--- config.mk ---
export PLATFORM = sky130hd
export DESIGN_NAME = rf_wb_scheduler
export DESIGN_NICKNAME = d
export VERILOG_FILES = /design/src/rtl/rf_wb_scheduler_pkg.sv /design/src/rtl/rf_scoreboard.sv /design/src/rtl/rf_wb_scheduler.sv
export SDC_FILE = /design/constraint.sdc
export NUM_CORES = 1
export LEC_CHECK = 0
export ABC_AREA = 1
export BUFFER_PORTS_ARGS = -buffer_cell sky130_fd_sc_hd__buf_2
export CORE_MARGIN = 3
export CORE_UTILIZATION = 35
export DETAILED_ROUTE_END_ITERATION = 16
export RECOVER_POWER = 25
export SYNTH_ARGS = -nofsm -noshare
export SYNTH_HDL_FRONTEND = slang
export SYNTH_SLANG_ARGS = --single-unit
--- constraint.sdc ---
create_clock -name clk -period 16.1 [get_ports clk]
set_input_delay 2.415 -clock clk [delete_from_list [all_inputs] [get_ports clk]]
set_output_delay 2.415 -clock clk [all_outputs]
set_load 0.01 [all_outputs]
--- src/rtl/rf_wb_scheduler_pkg.sv ---
// all_pkgs: shared register-file constants, write-back request type and popcount helper
//   WIDTH    - register data width
//   ADDR_W   - register address width
//   NREG     - number of architectural registers
//   wb_req_t - one producer's write-back request (valid, rd, data)
package all_pkgs;

    localparam int WIDTH  = 32;
    localparam int ADDR_W = 5;
    localparam int NREG   = 1 << ADDR_W;

    typedef struct packed {
        logic              valid;
        logic [ADDR_W-1:0] rd;
        logic [WIDTH-1:0]  data;
    } wb_req_t;

    function automatic logic [ADDR_W:0] popcount(input logic [NREG-1:0] v);
        logic [ADDR_W:0] n;
        n = '0;
        for (int i = 0; i < NREG; i++) n = n + {{ADDR_W{1'b0}}, v[i]};
        return n;
    endfunction

endpackage

--- src/rtl/rf_scoreboard.sv ---
// rf_scoreboard: per-register busy bits, RAW/WAW hazard check and pending count
//   clk, rst          - clock, asynchronous active-high reset
//   i_set_en/addr     - mark a destination busy (issue handshake)
//   i_clr_en/addr     - release a register (the edge the register file is written)
//   i_rs1/rs2/rd/rd_we- instruction presented at issue
//   i_chk_addr        - register whose busy bit is looked up for the write-back winner
//   o_hazard          - issue must stall on RAW or WAW
//   o_chk_busy        - busy bit of i_chk_addr
//   o_pending_cnt     - number of busy registers (registered)
module rf_scoreboard
    import all_pkgs::*;
(
    input  logic              clk,
    input  logic              rst,
    input  logic              i_set_en,
    input  logic [ADDR_W-1:0] i_set_addr,
    input  logic              i_clr_en,
    input  logic [ADDR_W-1:0] i_clr_addr,
    input  logic [ADDR_W-1:0] i_rs1,
    input  logic [ADDR_W-1:0] i_rs2,
    input  logic [ADDR_W-1:0] i_rd,
    input  logic              i_rd_we,
    input  logic [ADDR_W-1:0] i_chk_addr,
    output logic              o_hazard,
    output logic              o_chk_busy,
    output logic [ADDR_W:0]   o_pending_cnt
);

    logic [NREG-1:0] r_busy;
    logic [NREG-1:0] w_set;
    logic [NREG-1:0] w_clr;
    logic [NREG-1:0] w_busy_nxt;
    logic [ADDR_W:0] r_pending;

    // x0 is never set, so busy[0] stays 0 without a dedicated mask
    assign w_set      = (i_set_en && i_set_addr != '0) ? (NREG'(1) << i_set_addr) : '0;
    assign w_clr      = i_clr_en ? (NREG'(1) << i_clr_addr) : '0;
    assign w_busy_nxt = (r_busy & ~w_clr) | w_set;

    // Registered busy only: a result written this cycle is visible to issue next cycle
    assign o_hazard   = r_busy[i_rs1] | r_busy[i_rs2] | (i_rd_we & r_busy[i_rd]);
    assign o_chk_busy = r_busy[i_chk_addr];

    always_ff @(posedge clk or posedge rst) begin
        if (rst) begin
            r_busy    <= '0;
            r_pending <= '0;
        end else begin
            r_busy    <= w_busy_nxt;
            r_pending <= popcount(w_busy_nxt);
        end
    end

    assign o_pending_cnt = r_pending;

endmodule

--- src/rtl/rf_wb_scheduler.sv ---
// rf_wb_scheduler: write-back arbiter for the register-file write port plus hazard/starvation issue gating
//   clk, rst                      - clock, asynchronous active-high reset
//   i_issue_*/o_issue_ready       - decode issue handshake (rs1, rs2, rd, rd_we)
//   i_alu_*                       - single-cycle ALU result, never back-pressured
//   i_lsu_*/o_lsu_ready           - LSU result handshake
//   o_rf_wr_en/addr/data          - registered register-file write
//   o_pending_cnt                 - number of busy registers
//   o_wb_err                      - sticky write-back protocol error
module rf_wb_scheduler
    import all_pkgs::*;
#(
    parameter int STARVE_MAX = 4
)
(
    input  logic              clk,
    input  logic              rst,
    input  logic              i_issue_valid,
    input  logic [ADDR_W-1:0] i_issue_rs1,
    input  logic [ADDR_W-1:0] i_issue_rs2,
    input  logic [ADDR_W-1:0] i_issue_rd,
    input  logic              i_issue_rd_we,
    output logic              o_issue_ready,
    input  logic              i_alu_valid,
    input  logic [ADDR_W-1:0] i_alu_rd,
    input  logic [WIDTH-1:0]  i_alu_data,
    input  logic              i_lsu_valid,
    input  logic [ADDR_W-1:0] i_lsu_rd,
    input  logic [WIDTH-1:0]  i_lsu_data,
    output logic              o_lsu_ready,
    output logic              o_rf_wr_en,
    output logic [ADDR_W-1:0] o_rf_wr_addr,
    output logic [WIDTH-1:0]  o_rf_wr_data,
    output logic [ADDR_W:0]   o_pending_cnt,
    output logic              o_wb_err
);

    localparam int SC_W = $clog2(STARVE_MAX + 1);

    wb_req_t           w_alu;
    wb_req_t           w_lsu;
    wb_req_t           w_win;
    logic              w_hazard;
    logic              w_win_busy;
    logic              w_throttle;
    logic              w_set_en;
    logic              r_wr_en;
    logic [ADDR_W-1:0] r_wr_addr;
    logic [WIDTH-1:0]  r_wr_data;
    logic              r_err;
    logic [SC_W-1:0]   r_starve;

    assign w_alu = {i_alu_valid, i_alu_rd, i_alu_data};
    assign w_lsu = {i_lsu_valid, i_lsu_rd, i_lsu_data};

    // ALU cannot stall, so it always wins
    assign w_win       = i_alu_valid ? w_alu : w_lsu;
    assign o_lsu_ready = !i_alu_valid;

    assign w_throttle    = r_starve >= SC_W'(STARVE_MAX);
    assign o_issue_ready = !w_hazard && !w_throttle;
    assign w_set_en      = i_issue_valid && o_issue_ready && i_issue_rd_we;

    rf_scoreboard u_sb (
        .clk          (clk),
        .rst          (rst),
        .i_set_en     (w_set_en),
        .i_set_addr   (i_issue_rd),
        .i_clr_en     (r_wr_en),
        .i_clr_addr   (r_wr_addr),
        .i_rs1        (i_issue_rs1),
        .i_rs2        (i_issue_rs2),
        .i_rd         (i_issue_rd),
        .i_rd_we      (i_issue_rd_we),
        .i_chk_addr   (w_win.rd),
        .o_hazard     (w_hazard),
        .o_chk_busy   (w_win_busy),
        .o_pending_cnt(o_pending_cnt)
    );

    always_ff @(posedge clk or posedge rst) begin
        if (rst) begin
            r_wr_en   <= 1'b0;
            r_wr_addr <= '0;
            r_wr_data <= '0;
            r_err     <= 1'b0;
            r_starve  <= '0;
        end else begin
            r_wr_en <= w_win.valid && w_win.rd != '0;
            if (w_win.valid) begin
                r_wr_addr <= w_win.rd;
                r_wr_data <= w_win.data;
            end
            // Writes to x0 are dropped; writes to a non-busy register still go through
            if (w_win.valid && (w_win.rd == '0 || !w_win_busy))
                r_err <= 1'b1;
            // Saturates at STARVE_MAX so throttle holds until the LSU gets through
            if (i_lsu_valid && !o_lsu_ready)
                r_starve <= w_throttle ? r_starve : r_starve + SC_W'(1);
            else
                r_starve <= '0;
        end
    end

    assign o_rf_wr_en   = r_wr_en;
    assign o_rf_wr_addr = r_wr_addr;
    assign o_rf_wr_data = r_wr_data;
    assign o_wb_err     = r_err;

endmodule

==> impl_metrics.py <==
metrics = {
    "run_status": {
        "outcome": "finished with violations",
        "violations": "capacitance limit, slew limit",
    },
    "critical_path": {
        "path_max_fanout": 32,
        "path_class": "in2reg",
        "crit_required_ps": 16330,
        "cp.arrival_ps": 8640,
        "critPathLaunchType": "input pin",
        "timing.rr.end": "u_sb.o_pending_cnt[4]",
        "cp-end-kind": "flip-flop",
        "r2r-start": "u_sb.r_busy[24]",
        "r2r_slack_ps": 9770,
        "worstRegToRegCells": 25,
    },
    "grt": {
        "grt_pass1_wl_mm": 32.3,
        "first_global_vias": 5954,
        "antenna_found_initial": 0,
        "grt.overflow.total": 0,
        "grtUsageTotal_pct": 20.6,
        "grt_max_degree": 81,
    },
    "clocking": {
        "htreeDepth": 3,
        "cts_sinks": 80,
        "cts_inserted_buffers": 9,
        "clock-root-buffer": "clkbuf_16",
        "post_cts_resized": 0,
        "path_clk_slew_ps": 60,
        "cts_tree": "built",
        "postCtsSetupRepairBufs": 0,
        "holdBufCountCts": 0,
        "insertion_delay_ps": 340,
        "cts_buffer_depth": 2,
    },
    "sta": {
        "rsz0062_at_grt": "no",
        "tightest_slew_ps": 4470,
        "hold_viol_final": 0,
        "finalCriticalPeriod_ps": 8410,
        "slew_violations": 116,
        "finalSetupViolCount": 0,
        "timing.final.ws_setup_ps": 7690,
        "slew_headroom_pct": -198,
        "finalCritPeriodShare_pct": 52.2,
        "fmax_mhz": 119,
        "fin_setup_tns_ps": 0,
        "finalClockSkew_ps": 9.64,
    },
    "synth": {
        "synthFlopType": "dfrtp_1",
        "synth_edf_count": 0,
        "ys_seq_area_share_pct": 32.1,
        "yosysWarnings": 0,
        "netlist-cell-type-count": 35,
        "synth_largest_area_cell": "dfrtp_1",
        "syn_avg_cell_area_sq_um": 7.37,
        "syn_inst": 845,
        "synth_area_sq_um": 6230,
        "ys_ff_latch": 80,
        "synth_area_leaders": "dfrtp_1 (32%), nand2_1 (12%), nand3_1 (11%)",
        "synthArstFlopShare_pct": 100,
        "synth_top_area_share_pct": 32.1,
        "synth_fp_nets": 974,
    },
    "placed_design": {
        "hpwlAfterDp_mm": 14.8,
        "gp_congestion": 0.906,
        "port_buffers": 141,
        "dp_slack_ps": 7320,
        "placedCellCount": 1169,
    },
    "min_path": {
        "hp-class": "reg2reg",
        "holdPathStages": 2,
        "hold-path-endpoint": "o_wb_err",
        "worstHoldStart": "o_wb_err",
    },
    "detailed_routing": {
        "wl_per_cell_microns": 16.8,
        "antenna_left": 0,
        "first_pass_iters": 5,
        "num_vias": 6163,
        "drc": 0,
        "wl_mm": 19.9,
        "viasPerCell": 5.21,
        "drtIter0Drc": 473,
    },
    "finish": {
        "fillerInstances": 1821,
        "final_cell_mix": "nand2_1 (191), nand3_1 (140), buf_2 (140), inv_1 (93), dfrtp_1 (80)",
        "antennaDiodeCount": 0,
        "synthToLayoutAreaGrowth_pct": 16.2,
        "drive_gt1_share_pct": 25.4,
        "nNetsFinal": 1084,
        "fin_cells": 1184,
        "final_common_cell": "nand2_1",
    },
    "run": {
        "cap_violations": 2,
    },
    "die": {
        "die_area_sq_um": 19400,
        "floorplan.initialDensity_pct": 35.9,
        "fp.dieW_microns": 139,
        "num_io_pins": 142,
        "core_sq_um": 17400,
        "rows": 48,
        "die_h_microns": 139,
    },
}
state kept, by name, summed over array words and instances (netlist names):
| register | flops |
|---|---|
| o_wb_err | 1 |
| o_rf_wr_addr | 5 |
| u_sb.r_busy | 32 |
| u_sb.o_pending_cnt | 6 |
| o_rf_wr_data | 32 |
| r_starve | 3 |
| o_rf_wr_en | 1 |
cells by family (layout without fill, tap and decap cells):
logic type,after synthesis,in the layout,synth area share [%]
AOI/OAI and AO/OA,97,97,8.96
xor gates and xnor gates,3,3,0.422
adders and majority gates,34,34,9.72
buffers and inverters,168,282,11.8
DFF,80,80,32.1
and+or+nand+nor,463,463,36.9
area by class of cell:
type / instances / area, sq um / area share, %
Tap cell: 225 / 282 / 3.89
Multi-Input combinational cell: 597 / 3490 / 48.2
Sequential cell: 80 / 2000 / 27.6
Inverter: 121 / 463 / 6.39
Clock buffer: 10 / 229 / 3.16
Clock inverter: 5 / 33.8 / 0.467
Timing Repair Buffer: 146 / 738 / 10.2
worst max-delay path: stages:
cell and delay, ps:
buf_2 200, clkinv_1 440, nand4_1 240, nand3_1 130, nand3_2 100, nand3_4 380, nand4_1 230, nand2_1 100
ha_1 290, fa_1 480, inv_1 50, fa_1 460, fa_1 520, fa_1 520, fa_1 520, fa_1 580
fa_1 180, inv_1 60, fa_1 410, nand3_1 100, nand3_1 80, xor2_1 140
routing by layer:
metal | wire [microns] | global-route usage (%) | vias to the layer above | part of all wire, %
met1 | 8490 | 28.6 | 2912 | 43
met2 | 9600 | 33.1 | 215 | 48
met5 | 0 | 0 | - | 0
met4 | 677 | 7.93 | 0 | 3.4
li1 | - | - | 2987 | -
met3 | 1180 | 2.61 | 49 | 5.9
synth_stat cells, types with 21 or more instances:
cell type,number
inv_1,94
o211ai_1,21
dfrtp_1,80
nand2_2,24
o21ai_0,51
nor2_1,46
clkbuf_1,26
fa_1,24
nand3_1,140
nand2_1,191
inv_2,23
stage by stage:
| stage | hold WS [ps] | utilization (%) | cell area, sq um |
|---|---|---|---|
| 6_report | 471 | 41.7 | 7240 |
| 2_1_floorplan | 490 | - | 6230 |
| 5_1_grt | 495 | 41.7 | 7240 |
| 3_5_place_dp | 463 | 40.2 | 6980 |
| 4_1_cts | 479 | 41.7 | 7250 |
| 3_3_place_gp | 462 | 40.2 | 6980 |
how the worst max path moves through the flow:
stage                   start                    end  cells after the start  slack [ps]
6_report        i_issue_rd[2]  u_sb.o_pending_cnt[4]                     22        7690
5_1_grt         i_issue_rd[2]  u_sb.o_pending_cnt[4]                     22        7270
4_1_cts         i_issue_rd[2]  u_sb.o_pending_cnt[4]                     22        7700
3_5_place_dp    i_issue_rd[2]  u_sb.o_pending_cnt[4]                     22        7320
3_3_place_gp    i_issue_rd[2]  u_sb.o_pending_cnt[4]                     22        7430
2_1_floorplan  i_issue_rs2[1]  u_sb.o_pending_cnt[4]                     26        8200
Power is not shown: default switching activity piles up to over one toggle a cycle in this logic, so the estimate is an artifact.
